$ cat config.mk
export PLATFORM = sky130hd
export DESIGN_NAME = hack_ctrl
export DESIGN_NICKNAME = d
export VERILOG_FILES = /design/src/rtl/hack_ctrl.sv
export SDC_FILE = /design/constraint.sdc
export NUM_CORES = 1
export LEC_CHECK = 0
export CAP_MARGIN = 20
export CORE_UTILIZATION = 28
export DETAILED_ROUTE_END_ITERATION = 6
export DONT_BUFFER_PORTS = 1
export SYNTH_ARGS = -nofsm -noshare
export SYNTH_HDL_FRONTEND = slang
export SYNTH_SLANG_ARGS = --single-unit
$ cat constraint.sdc
create_clock -name clk -period 1.8 [get_ports clk]
set_input_delay 0.18 -clock clk [delete_from_list [all_inputs] [get_ports clk]]
set_output_delay 0.18 -clock clk [all_outputs]
set_load 0.01 [all_outputs]
$ cat src/rtl/hack_ctrl.sv
// hack_ctrl: two-state (FETCH/EXEC) control unit for a Hack-style CPU.
// It fetches one instruction per FETCH over a req/valid handshake. It decodes
// A- and C-instructions in EXEC and drives the external zx/nx/zy/ny/f/no ALU.
// Results are committed to A, D, data memory and PC at the end of EXEC.
module hack_ctrl #(
  parameter int BUS_WIDTH  = 16,
  parameter int ADDR_WIDTH = 15
) (
  input  logic                  clk,
  input  logic                  rst,
  // instruction fetch
  output logic                  instr_req,
  output logic [ADDR_WIDTH-1:0] pc,
  input  logic                  instr_valid,
  input  logic [BUS_WIDTH-1:0]  instr,
  // ALU interface
  output logic                  alu_zx,
  output logic                  alu_nx,
  output logic                  alu_zy,
  output logic                  alu_ny,
  output logic                  alu_f,
  output logic                  alu_no,
  output logic [BUS_WIDTH-1:0]  alu_x,
  output logic [BUS_WIDTH-1:0]  alu_y,
  input  logic [BUS_WIDTH-1:0]  alu_out,
  input  logic                  alu_zr,
  input  logic                  alu_ng,
  // data memory
  output logic [ADDR_WIDTH-1:0] mem_addr,
  input  logic [BUS_WIDTH-1:0]  mem_rdata,
  output logic [BUS_WIDTH-1:0]  mem_wdata,
  output logic                  mem_we,
  // register visibility
  output logic [BUS_WIDTH-1:0]  a_reg,
  output logic [BUS_WIDTH-1:0]  d_reg
);

  // Instruction field positions (Hack encoding, low 16 bits of the word).
  localparam int BIT_C    = 15;
  localparam int BIT_A    = 12;
  localparam int COMP_HI  = 11;
  localparam int COMP_LO  = 6;
  localparam int BIT_D1   = 5;
  localparam int BIT_D2   = 4;
  localparam int BIT_D3   = 3;
  localparam int BIT_J1   = 2;
  localparam int BIT_J2   = 1;
  localparam int BIT_J3   = 0;

  typedef enum logic [0:0] {
    ST_FETCH = 1'b0,
    ST_EXEC  = 1'b1
  } state_t;

  state_t                state_q,     state_d;
  logic [ADDR_WIDTH-1:0] pc_q,        pc_d;
  logic [BUS_WIDTH-1:0]  a_q,         a_d;
  logic [BUS_WIDTH-1:0]  d_q,         d_d;
  logic [BUS_WIDTH-1:0]  ir_q,        ir_d;
  logic [5:0]            ctrl_q,      ctrl_d;
  logic                  mem_we_q,    mem_we_d;
  logic                  instr_req_q, instr_req_d;

  logic                  is_c_s;
  logic                  jump_s;
  logic [ADDR_WIDTH-1:0] pc_inc_s;

  // Jump evaluation and PC increment for the instruction held in ir_q.
  always_comb begin
    is_c_s   = ir_q[BIT_C];
    pc_inc_s = pc_q + ADDR_WIDTH'(1);
    jump_s   = (ir_q[BIT_J1] & alu_ng) |
               (ir_q[BIT_J2] & alu_zr) |
               (ir_q[BIT_J3] & ~alu_ng & ~alu_zr);
  end

  // Next-state, commit and registered-control computation.
  always_comb begin
    state_d     = state_q;
    pc_d        = pc_q;
    a_d         = a_q;
    d_d         = d_q;
    ir_d        = ir_q;
    ctrl_d      = ctrl_q;
    mem_we_d    = mem_we_q;
    instr_req_d = instr_req_q;

    case (state_q)
      ST_FETCH: begin
        if (instr_valid) begin
          // Latch the instruction and pre-register the EXEC-cycle controls
          // so they leave the block straight from flops.
          ir_d        = instr;
          state_d     = ST_EXEC;
          instr_req_d = 1'b0;
          if (instr[BIT_C]) begin
            ctrl_d   = instr[COMP_HI:COMP_LO];
            mem_we_d = instr[BIT_D3];
          end else begin
            ctrl_d   = 6'b000000;
            mem_we_d = 1'b0;
          end
        end else begin
          // Stall: everything holds, request stays up.
          state_d     = ST_FETCH;
          instr_req_d = 1'b1;
          ctrl_d      = 6'b000000;
          mem_we_d    = 1'b0;
        end
      end

      ST_EXEC: begin
        state_d     = ST_FETCH;
        instr_req_d = 1'b1;
        ctrl_d      = 6'b000000;
        mem_we_d    = 1'b0;
        if (is_c_s) begin
          if (ir_q[BIT_D1]) begin
            a_d = alu_out;
          end else begin
            a_d = a_q;
          end
          if (ir_q[BIT_D2]) begin
            d_d = alu_out;
          end else begin
            d_d = d_q;
          end
          // Jump target is the A value from before this cycle's commit.
          if (jump_s) begin
            pc_d = a_q[ADDR_WIDTH-1:0];
          end else begin
            pc_d = pc_inc_s;
          end
        end else begin
          a_d  = ir_q;
          pc_d = pc_inc_s;
        end
      end

      default: begin
        state_d     = ST_FETCH;
        instr_req_d = 1'b1;
        ctrl_d      = 6'b000000;
        mem_we_d    = 1'b0;
      end
    endcase
  end

  // State and datapath registers with synchronous reset.
  always_ff @(posedge clk) begin
    if (rst) begin
      state_q     <= ST_FETCH;
      pc_q        <= '0;
      a_q         <= '0;
      d_q         <= '0;
      ir_q        <= '0;
      ctrl_q      <= 6'b000000;
      mem_we_q    <= 1'b0;
      instr_req_q <= 1'b1;
    end else begin
      state_q     <= state_d;
      pc_q        <= pc_d;
      a_q         <= a_d;
      d_q         <= d_d;
      ir_q        <= ir_d;
      ctrl_q      <= ctrl_d;
      mem_we_q    <= mem_we_d;
      instr_req_q <= instr_req_d;
    end
  end

  // Output drive: the strobes and ALU controls are forced low while rst is
  // high, so a reset landing in EXEC cannot leak a write.
  always_comb begin
    instr_req = instr_req_q;
    pc        = pc_q;
    alu_zx    = ctrl_q[5] & ~rst;
    alu_nx    = ctrl_q[4] & ~rst;
    alu_zy    = ctrl_q[3] & ~rst;
    alu_ny    = ctrl_q[2] & ~rst;
    alu_f     = ctrl_q[1] & ~rst;
    alu_no    = ctrl_q[0] & ~rst;
    alu_x     = d_q;
    if ((state_q == ST_EXEC) && ir_q[BIT_C] && ir_q[BIT_A]) begin
      alu_y = mem_rdata;
    end else begin
      alu_y = a_q;
    end
    mem_addr  = a_q[ADDR_WIDTH-1:0];
    mem_wdata = alu_out;
    mem_we    = mem_we_q & ~rst;
    a_reg     = a_q;
    d_reg     = d_q;
  end

endmodule

# Word-level counts from Yosys, hierarchy flattened
# Index checks and enable logic that the tools add are counted.
# totals
regBits	72
latchBits	0
ram_bits	0
rom_bits	0
wordCells	47
n_memories	0
# classes
n_addsub	1
multipliers	0
n_div	0
n_lt_le_gt_ge	0
eq_ne	1
shifts	0
n_mux	15
bitwise_logic	17
reduce_logical	5
# op_table
cell	n
$mux 16	3
$mux 15	2
$add 15x1->15 const B	1
$mux 6	2
$pmux 6 s2	1
$and 1x1->1	11
$pmux 1 s2	3
$mux 1	4
$not 1->1	4
$reduce_and 2->1	2
$reduce_and 3->1	1
$logic_and 1x1->1	2
$ne 2x2->1 const B	1
$or 1x1->1	2

# Longest topological paths before layout
# logic_depth
depth_word	6
mapped_depth	7

# Worst setup path after synthesis
# OpenSTA, ideal clock, no wires.
# synth_path
path_type	register to register
from	register pc_q[5] (netlist: pc[5])
to	register pc_q[13] (netlist: pc[13])
setup_ns	0.074
arrival_time_ns	1.774
t_required_ns	1.726
path_slack_ns	-0.049
path_stages_with_launch	5
path_buffers	0
period_less_slack_ns	1.849
cell_sequence	dfxtp_1 -> nand4_2 -> or4_1 -> or4b_1 -> a31oi_1
# synth_between
elab_chain_cells	3
# synth_rtl
element	line_no	rtl
start: declaration	56	logic [ADDR_WIDTH-1:0] pc_q, pc_d;
start signal: assignment	162	pc_q <= pc_d;
$add 15x1->15 (*)	71	pc_inc_s = pc_q + ADDR_WIDTH'(1);
$mux 15	129	if (jump_s) begin
$mux 15 (*)	117	if (is_c_s) begin
# Every way passes the cells marked *; elsewhere a longest branch is shown, timed or not.
# A chain may end at the register's enable or synchronous reset.

# Worst setup path in the final report
# layout_path
from	register pc_q[1] (netlist: pc[1])
to	register pc_q[13] (netlist: pc[13])
# Same word-level chain as after synthesis.

==> impl_results.md <==
* Period minus WS final at 1.709 ns
* Hold Violations, Final at 0
* Seq/Total Area, Yosys at 0.3945
* Area grow syn2layout at 19.01%
* Status: complete, no violations
* DR iter-0 viols at 286
* Syn Nets at 488
* Net Switching at 958.9 uW
* Switching share of power at 0.2497
* Nets at 490
* Vias per Instance at 4.905
* Post-Synth Simple-Gate Area at 0.2038
* Initial Utilization at 0.2883
* First-pass GRT wire length at 15,840 um
* Max Cap Viol at 0
* Ant diodes at 0
* Gpl congestion at 0.8565
* Largest net degree at the start of global routing at 60
* Detail Route Antenna Nets at 0
* Ys Warns at 0
* Vias in the first global route at 2,980
* Combinational Power Share at 0.088
* Critical-path maximum fanout at 6
* Yosys cell types at 44
* Worst-skew pair later-pin latency at 0.33 ns
* RSZ-0062 raised after global routing: false
* Core footprint at 0.01267 mm2
* Setup WS pre-CTS at 0.08399 ns
* Netlist Area Pre-Place at 0.003654 mm2
* Layout cells sized above 1 at 0.1773
* Post-synth EDFFs at 0
* Total grt overflow at 0
* I/O Buffers at 0
* Adder-Cell Fraction of Synth Area at 0.003425
* Final Setup Violations at 0
* H-tree depth at 3
* Routed len/inst at 17.47 um
* PD cells at 883.3 mW/mm2
* Mux cell area share after synthesis at 0.1151
* TritonCTS buffer count at 9
* Flop pwr share at 0.453
* Initial antenna violation count at 0
* Total negative slack at 0 ns
* Final WS setup at 0.09070 ns
* Slew Viols, Final at 0
* Min-Delay Path Class: in -> reg
* Max rail drop VDD at 0.6148 mV
* Clk network pwr share at 0.458
* #FFs+latches synth at 72
* Mapped Cells at 434
* Die Area at 0.01351 mm2
* Hold slack at 0.01361 ns
* Ports at 171
* CP Class: reg -> reg
* Setup Skew at 0.004316 ns
* Leak at 0.001610 uW
* Sink Count at 72
* Die Width at 116.2 um
* Leading area contributor after synthesis: dfxtp_1
* CP required at 2.06 ns
* Relative slew slack at 0.6936
* CP arrival at 1.97 ns
* GR Util All Layers at 0.1593
* Largest cells by area after synthesis: dfxtp_1, buf_4, nand2_1, mux2i_1, a21oi_1
* Synth Flop Type: dfxtp_1
* Xor-xnor portion of the synthesized cell area at 0
* Worst Setup Start Kind: register
* Largest family of logic cells by synthesized area: simple AND/OR/NAND/NOR gates
* CTS Root Cell: clkbuf_16
* DIE HEIGHT at 116.2 um
* DRC at 0
* Setup crit end kind: register
* Routed wire length at 10,690 um
* Post-DP HPWL at 7588 um
* TritonCTS clock tree: yes
* Period Utilization, post-route at 0.9496
* P_int at 2882 uW
* Fmax at 0.5850 GHz
* Post-synth top area share at 0.3945
* Post-synthesis async set-or-reset flop share at 0
* Clk buf depth at 2
* Routed vias at 3,002
* Worst Tran Pin Value at 0.4597 ns
* Drt first pass iters at 4
* Synth Area in Compound Gates at 0.1500
* Setup Buffers After CTS at 0
* CTS clk-pin slew, worst paths at 0.06 ns
* Core Rows at 41
* Avg Cell Area, Syn at 8.418 um2
cell families (layout without fill, tap and decap cells):
family / Yosys count / in the layout
AO/OA/AOI/OAI: 85 / 85
flip-flops: 72 / 72
adder cells (fa/ha/maj): 1 / 1
AND/OR/NAND/NOR: 154 / 154
multiplexers: 40 / 40
buffers and inverters: 82 / 88
critical path, stage by stage, from the launching register on:
cell and delay [ns]:
dfxtp_4 0.38, nand4_2 0.10, or4_1 0.53, or4b_1 0.47, a31oi_1 0.16
metrics by stage:
stage          instance area (um2)  std cells  total power (uW)  utilization
3_3_place_gp                  3712        565              2031       0.2930
4_1_cts                       4338        612              3901       0.3424
5_1_grt                       4348        612              3990       0.3431
3_5_place_dp                  3712        565              2038       0.2930
2_1_floorplan                 3665        434              2026            -
6_report                      4348        612              3841       0.3431
final timing paths:
| kind | startpoint | to | cells past startpoint | slack, ns |
|---|---|---|---|---|
| setup / recovery | pc[1] | pc[13] | 4 | 0.09 |
| hold / removal | instr[3] | ir_q[3] | 2 | 0.01 |
| setup reg to reg | pc[1] | pc[13] | 4 | 0.09 |
| hold reg to reg | ir_q[8] | ir_q[8] | 2 | 0.45 |
cell usage after synthesis, drive strengths merged (2+ instances only):
library cell and number:
o21a 3, nand2 71, nor2b 14, or3 2, nor3b 2, buf 53, a21oi 36, o32ai 3
a211o 2, clkbuf 22, and3 8, a211oi 15, mux2i 24, dfxtp 72, inv 7, nor2 22
nand4 3, a221oi 2, o211ai 2, mux2 16, nor3 6, nand3 9, a31oi 3, nand2b 6
o21ai 9, o2bb2ai 5, nor4 5
power groups by stage:
stage                     Clock (uW)  Combinational (uW)  Sequential [uW]
after floorplan                    0                 288             1740
after global placement             0                 252             1780
after detailed placement           0                 256             1780
after CTS                       1810                 343             1750
after global routing            1860                 374             1750
final                           1760                 339             1740
placed cells by master (no fill, tap or decap), types with 3 or more instances in the layout:
| master | synthesis | layout |
|---|---|---|
| o2bb2ai_1 | 5 | 5 |
| buf_4 | 47 | 31 |
| nor2_1 | 22 | 22 |
| dlygate4sd3_1 | 0 | 31 |
| nor4_1 | 5 | 5 |
| mux2_2 | 16 | 16 |
| a31oi_1 | 3 | 3 |
| and3_1 | 8 | 8 |
| o21ai_0 | 8 | 8 |
| clkbuf_16 | 0 | 9 |
| dfxtp_1 | 72 | 63 |
| buf_12 | 0 | 3 |
| nand3_1 | 8 | 8 |
| nand2_1 | 71 | 71 |
| nor3_1 | 6 | 6 |
| mux2i_1 | 24 | 24 |
| o21a_1 | 3 | 3 |
| nand2b_1 | 6 | 6 |
| dfxtp_2 | 0 | 7 |
| a21oi_1 | 36 | 36 |
| o32ai_1 | 3 | 3 |
| inv_1 | 7 | 7 |
| nor2b_1 | 14 | 14 |
| a211oi_1 | 15 | 15 |
area by class of cell:
cell class / instances / area (um2)
clock buffer: 10 / 229.0
clock inverter: 5 / 58.81
fill: 1310 / 8323
inverter: 7 / 26.28
multi-input combinational: 280 / 1730
sequential: 72 / 1458
tap: 172 / 215.2
timing repair buffer: 66 / 630.6
per-layer routing:
| layer | vias to the layer above | track usage | routed length [um] |
|---|---|---|---|
| met2 | 150 | 0.2517 | 4914 |
| met1 | 1380 | 0.1912 | 4643 |
| li1 | 1463 | - | - |
| met5 | - | 0 | 0 |
| met3 | 9 | 0.07265 | 1007 |
| met4 | 0 | 0.05299 | 127 |
repair_timing:
action / 4_1_cts / 5_1_grt
setup endpoints to repair: 0 / 2
resized for setup: 0 / 3
hold buffers: 32 / 0
hold endpoints to repair: 64 / 0
No activity file was read; power rests on OpenSTA's default activity.
